==> src/rtl/bg_pixel_fifo_pkg.sv <==
// Shared PPU types: pixel/colour encodings and fetch/FIFO sizing used by the pixel pipeline.
package bg_pixel_fifo_pkg;

   localparam int unsigned FETCH_WIDTH      = 8;
   localparam int unsigned PIXEL_FIFO_DEPTH = 16;

   typedef enum logic [1:0] {
      ColWhite = 2'd0,
      ColLight = 2'd1,
      ColDark  = 2'd2,
      ColBlack = 2'd3
   } gb_color_t;

   typedef struct packed {
      gb_color_t  color;
      logic [2:0] palette;
      logic       bg_prio;
   } ppu_pixel_t;

endpackage

==> src/rtl/bg_pixel_fifo.sv <==
// Background pixel FIFO: 8-pixel tile-row pushes, single-pixel pops, optional SCX fine discard.
// Fine-scroll discard is built only when PPU_FIFO_SCX_DISCARD_EN is defined.
module bg_pixel_fifo
   import bg_pixel_fifo_pkg::*;
#(
   parameter int unsigned DEPTH = PIXEL_FIFO_DEPTH
) (
   input  logic                             clk,
   input  logic                             reset,
   input  logic                             dot_en,
   input  logic                             flush,
   input  logic [2:0]                       scx_fine,
   input  logic                             push_en,
   input  ppu_pixel_t [FETCH_WIDTH-1:0]     push_px,
   output logic                             push_ready,
   input  logic                             pop_en,
   output ppu_pixel_t                       top_px,
   output logic                             empty,
   output logic [$clog2(DEPTH):0]           count
);

   localparam int unsigned PW = $clog2(DEPTH);
   localparam int unsigned CW = PW + 1;
   localparam logic [CW-1:0] FETCH_CNT = CW'(FETCH_WIDTH);
   localparam logic [CW-1:0] READY_MAX = CW'(DEPTH - FETCH_WIDTH);

   ppu_pixel_t    buffer [DEPTH];
   logic [PW-1:0] rd_ptr_q, wr_ptr_q;
   logic [CW-1:0] count_q, count_d;
   logic          do_push, do_pop, do_advance;
   logic          discard_busy, discard_step;

`ifdef PPU_FIFO_SCX_DISCARD_EN
   logic [2:0] discard_rem_q;

   assign discard_busy = (discard_rem_q != 3'd0);
   assign discard_step = dot_en && discard_busy && (count_q != '0);

   always_ff @(posedge clk or posedge reset) begin
      if (reset) begin
         discard_rem_q <= 3'd0;
      end else if (flush) begin
         discard_rem_q <= scx_fine;
      end else if (discard_step) begin
         discard_rem_q <= discard_rem_q - 3'd1;
      end
   end
`else
   logic unused_scx_fine;

   assign unused_scx_fine = ^scx_fine;
   assign discard_busy    = 1'b0;
   assign discard_step    = 1'b0;
`endif

   // Readiness uses the registered count, so a same-cycle pop cannot make room for a push.
   assign push_ready = (count_q <= READY_MAX);
   assign empty      = (count_q == '0) || discard_busy;
   assign do_push    = dot_en && push_en && push_ready;
   assign do_pop     = dot_en && pop_en && !empty;
   assign do_advance = do_pop || discard_step;
   assign top_px     = buffer[rd_ptr_q];
   assign count      = count_q;

   always_comb begin
      count_d = count_q;
      if (do_push) begin
         count_d = count_d + FETCH_CNT;
      end
      if (do_advance) begin
         count_d = count_d - CW'(1);
      end
   end

   always_ff @(posedge clk or posedge reset) begin
      if (reset) begin
         rd_ptr_q <= '0;
         wr_ptr_q <= '0;
         count_q  <= '0;
      end else if (flush) begin
         rd_ptr_q <= '0;
         wr_ptr_q <= '0;
         count_q  <= '0;
      end else begin
         if (do_push) begin
            wr_ptr_q <= wr_ptr_q + PW'(FETCH_WIDTH);
         end
         if (do_advance) begin
            rd_ptr_q <= rd_ptr_q + PW'(1);
         end
         count_q <= count_d;
      end
   end

   // Storage is not reset; pointers and count alone decide what is visible.
   always_ff @(posedge clk) begin
      if (do_push && !flush) begin
         for (int i = 0; i < int'(FETCH_WIDTH); i++) begin
            buffer[wr_ptr_q + PW'(i)] <= push_px[i];
         end
      end
   end

endmodule

==> config.mk <==
export PLATFORM = sky130hd
export DESIGN_NAME = bg_pixel_fifo
export DESIGN_NICKNAME = d
export VERILOG_FILES = /design/src/rtl/bg_pixel_fifo_pkg.sv /design/src/rtl/bg_pixel_fifo.sv
export SDC_FILE = /design/constraint.sdc
export NUM_CORES = 1
export LEC_CHECK = 0
export ABC_AREA = 1
export CORE_ASPECT_RATIO = 1.25
export CORE_MARGIN = 2
export CORE_UTILIZATION = 55
export DETAILED_ROUTE_END_ITERATION = 10
export GPL_ROUTABILITY_DRIVEN = 0
export GPL_TIMING_DRIVEN = 0
export PLACE_DENSITY = 0.84
export SLEW_MARGIN = 10
export SYNTH_ARGS = -nofsm -noshare
export SYNTH_HDL_FRONTEND = slang
export SYNTH_SLANG_ARGS = --single-unit
==> constraint.sdc <==
create_clock -name clk -period 2.7 [get_ports clk]
set_clock_uncertainty 0.05 [all_clocks]
set_input_delay 0.405 -clock clk [delete_from_list [all_inputs] [get_ports clk]]
set_output_delay 0.405 -clock clk [all_outputs]
set_load 0.005 [all_outputs]
# After elaboration in Yosys (flattened, before gate mapping)
# Memory sizes are Yosys's and may differ from the RTL's.
# Index checks and enable logic that the tools add are counted.
[op_classes]
n_lt_le_gt_ge = 1
add_sub_neg = 11
n_reduce_logical = 10
muxes = 9
[ops]
columns = ["cell", "count"]
rows = [
  ["adder 4 x 3 -> 4 bit, second input constant", 4],
  ["two-way mux 4 bit", 4],
  ["two-way mux 5 bit", 3],
  ["adder 4 x 1 -> 4 bit, second input constant", 2],
  ["adder 4 x 2 -> 4 bit, second input constant", 2],
  ["adder 5 x 4 -> 5 bit, second input constant", 1],
  ["<= comparator 5 x 4 -> 1 bit, second input constant", 1],
  ["logical AND 1 bit", 5],
  ["logical NOT 5 bit", 1],
  ["subtractor 5 x 1 -> 5 bit, second input constant", 1],
  ["adder 4 bit, second input constant", 1],
  ["nonzero test 2 bit", 2],
  ["logical NOT 1 bit", 2],
  ["two-way mux 1 bit", 2],
]
[totals]
in_bits = 57
ff_bits = 13
out_inout_bits = 13
wordCells = 35
mem_count = 1
mem_bits_rw = 96
[mem_list]
columns = ["memory", "words", "width", "rd", "rd_clocked_by_memory_dff", "write_ports", "line", "rtl"]
rows = [
  ["buffer", 16, 6, 1, 0, 8, "bg_pixel_fifo.sv:27", "ppu_pixel_t buffer [DEPTH];"],
]

# Depth between registers and ports, before layout
[logic_depth]
word_depth = 6
ltp_mapped = 13
ltp_nobuf = 12

# Worst setup path after synthesis
# OpenSTA, ideal clock, no wires.
[synth_timing]
path_type = "register to register"
startpoint = "reg count_q[0], in the netlist count[0]"
endpoint = "mem buffer[10][0] (netlist name), enable pin"
setup_slack_ps = 531
t_required_ps = 2277
t_arrival_ps = 1747
n_path_buf = 1
synth_period_minus_slack_ps = 2169
path_stages_with_launch = 10
setup_ps = 373
cell_sequence = "dfrtp_1 inv_1 ha_1 nand2_1 inv_1 nand2_1 nand2_2 nand2_4 nor3_4 buf_2"
[synth_rtl]
columns = ["element", "line", "rtl"]
rows = [
  ["start: declaration", "bg_pixel_fifo.sv:29", "logic [CW-1:0] count_q, count_d;"],
  ["start signal: assignment", "bg_pixel_fifo.sv:91", "count_q <= count_d;"],
  ["end: declaration", "bg_pixel_fifo.sv:27", ""],
]

==> impl_results.md <==
* Post-route cell area at 6548 µm²
* Number of global-route vias before repair at between 4,000 and 5,000
* Outcome: finished, violations left
* Global-route wire length before repair at around 23 mm
* Setup tns final at -0.02898 ns
* CTS root buf: clkbuf_16
* Input/output buffers at 65
* Drt total wl at ~15 mm
* Crit end category: primary output
* PD cells at 668.5 nW/µm²
* TritonRoute pass-1 iters at 7
* Final Hold Viols at 0
* Starting Density at 0.5603
* Antenna diodes at 0
* Dpl cells at 783
* CORE AREA at 9509 µm²
* Ys Warns at 0
* Final ANT Viol Nets at 0
* Crit path to: top_px[0]
* CTS max path bufs at 2
* I/O pins at 70
* RSZ-0062 raised after global routing: true
* Final worst slack at -0.02328 ns
* Reg2Reg Depth at 11
* Dpl ws at -0.2737 ns
* Met3 Resource Use GR at 0.05746
* Most common cell after layout, fill and taps aside: nand2_1
* Worst hold slack at 0.2826 ns
* Final setup viols at 2
* R2R setup slack at 0.09 ns
* Clock Pin Slew Worst Setup and Hold Paths at 0.07 ns
* Violations in the final reports: setup timing
* Syn_area_per_cell at 8.999 µm²
* Final Max Tran Viols at 0
* CTS sink count at 106
* Htree depth at 3
* Max Freq at 0.3672 GHz
* Sequential share of the synthesized area at 0.5881
* Number of buffers created by CTS at 9
* FF+latch area at 3134 µm²
* 1st-iter DRT viols at between 800 and 900
* Die Wd at 92.03 µm
* Tot Pwr at 4.377 mW
* Max cap viols at 0
* Crit path launch: rd_ptr_q[3]
* Largest net degree at the start of global routing at 34
* Max FO, Critical Path at 8
* Reg-to-reg startpoint: count[0]
* Syn Inst Count at slightly below 600
* Cell area after synthesis at around 5300 µm²
* Nets at 733
* Number of cell rows at 40
* Total grt overflow at 0
* Area growth syn-to-layout at 22.90%
* FILL cells at 684
* Fin cells at between 800 and 900
* # DRC at 0
* Max_slew headroom at 0.1623
* Most frequent cells in the layout: 196 x nand2_1, 96 x edfxtp_1, 76 x inv_1
* Startpoint types: flop
* Flops & latches, synth at 106
* Peak supply drop at just over 400 µV
* Setup CP Type: reg -> out
* Core Util, Final at 0.6886
* Post-route minimum period at 2.723 ns
* Met2 Usage GRT at 0.5152
* P_leak at approximately 2.7 nW
* CP required at 2.25 ns
* Crit share post-route at 1.009
* Post-synthesis net count at between 600 and 700
* Initial antenna violation count at 0
* Multi-input gate area at between 1500 and 2000 µm²
* GRT Total Usage at 0.3007
* Worst slew pin tran at 1.247 ns
* Die H at 114.0 µm
* Worst skew pair latency at about 0.35 ns
* Library cells used by synthesis at 26
* Fraction of layout instances using a drive strength above 1 at 0.08272
* Dpl hpwl at 10.13 mm
* Vias per inst at 5.894
* FF-to-FF End: buffer[4][4]
* CTS tree: done
* CP Data Arrival Time at 2.27 ns
* Avg WL per Cell at 19.14 µm
* Placed cell area at 6151 µm²
* Die area at about 10,000 µm²
* Layer with the highest usage: met2
* Met1 Use GR at 0.3444
* CTS Hold Bufs at 0
* Worst Hold Class: in -> async
* Vias at about 4,700
[worst min path at each step]
stage                        to  slack, ns  cells past startpoint
finish                 count[2]       0.28                      2
global route           count[4]       0.33                      2
CTS                    count[4]       0.30                      2
detailed placement  wr_ptr_q[3]       0.45                      2
global placement    wr_ptr_q[3]       0.45                      2
floorplan              count[0]       0.20                      1
[cell usage after synthesis (all sizes together)]
| cell | number | area share |
|---|---|---|
| xor2 | 2 | 0.0033 |
| dfrtp | 10 | 0.047 |
| and2 | 1 | 0.0012 |
| inv | 77 | 0.054 |
| o21ai | 44 | 0.041 |
| clkinv | 2 | 0.0014 |
| o211ai | 24 | 0.034 |
| nand2 | 201 | 0.15 |
| nand3 | 48 | 0.046 |
| nor3 | 6 | 0.0078 |
| nand4 | 1 | 0.0012 |
| buf | 10 | 0.012 |
| ha | 4 | 0.0094 |
| edfxtp | 96 | 0.54 |
| a31o | 1 | 0.0016 |
| a21oi | 26 | 0.024 |
| nor2 | 8 | 0.0056 |
| clkbuf | 31 | 0.022 |
[logic make-up (layout without fill, tap and decap cells)]
group / after synthesis / after routing / synth area share
compound gates: 95 / 95 / 0.1012
flops: 106 / 106 / 0.5881
simple gates: 265 / 265 / 0.2086
fa+ha+maj: 4 / 4 / 0.009394
buf+inv: 120 / 205 / 0.08948
xor+xnor: 2 / 2 / 0.003289
[timing repair]
| action | CTS | global route |
|---|---|---|
| resized for setup | 18 | 28 |
| buffers inserted | 0 | 6 |
| endpoints found under the setup margin | 39 | 90 |
[layer usage]
layer | vias to the layer above | share of wire | routed length [µm]
li1 | 2112 | - | -
met1 | 2135 | 0.33 | 5120
met2 | 380 | 0.48 | 7415
met3 | 106 | 0.11 | 1754
met4 | 0 | 0.070 | 1081
met5 | - | 0 | 0
[flip-flops by register name, summed over array words and instances, names as in the netlist]
| name | count |
|---|---|
| wr_ptr_q | 1 |
| count | 5 |
| rd_ptr_q | 4 |
| buffer | 96 |
[critical path: stages (launching register included)]
cell             delay, ns
dfrtp_1               0.32
clkbuf_1              0.47
inv_1                 0.38
nand3_1               0.19
nand2_1               0.10
clkdlybuf4s50_1       0.45
[area by class of cell]
class	count	area share
sequential	106	0.4787
multi-input combinational	366	0.2647
timing repair buffer	71	0.1082
inverter	79	0.04586
clock buffer	14	0.04051
buffer	39	0.03612
tap	126	0.02408
clock inverter	2	0.001911
[where the power goes]
part / leakage (nW) / switching (mW) / internal, mW
registers: 1.01 / 0.0452 / 1.90
clock network: 0.132 / 0.573 / 0.682
logic: 1.53 / 0.708 / 0.472
total: 2.66 / 1.33 / 3.05
Power figures use the tool's default switching activity.
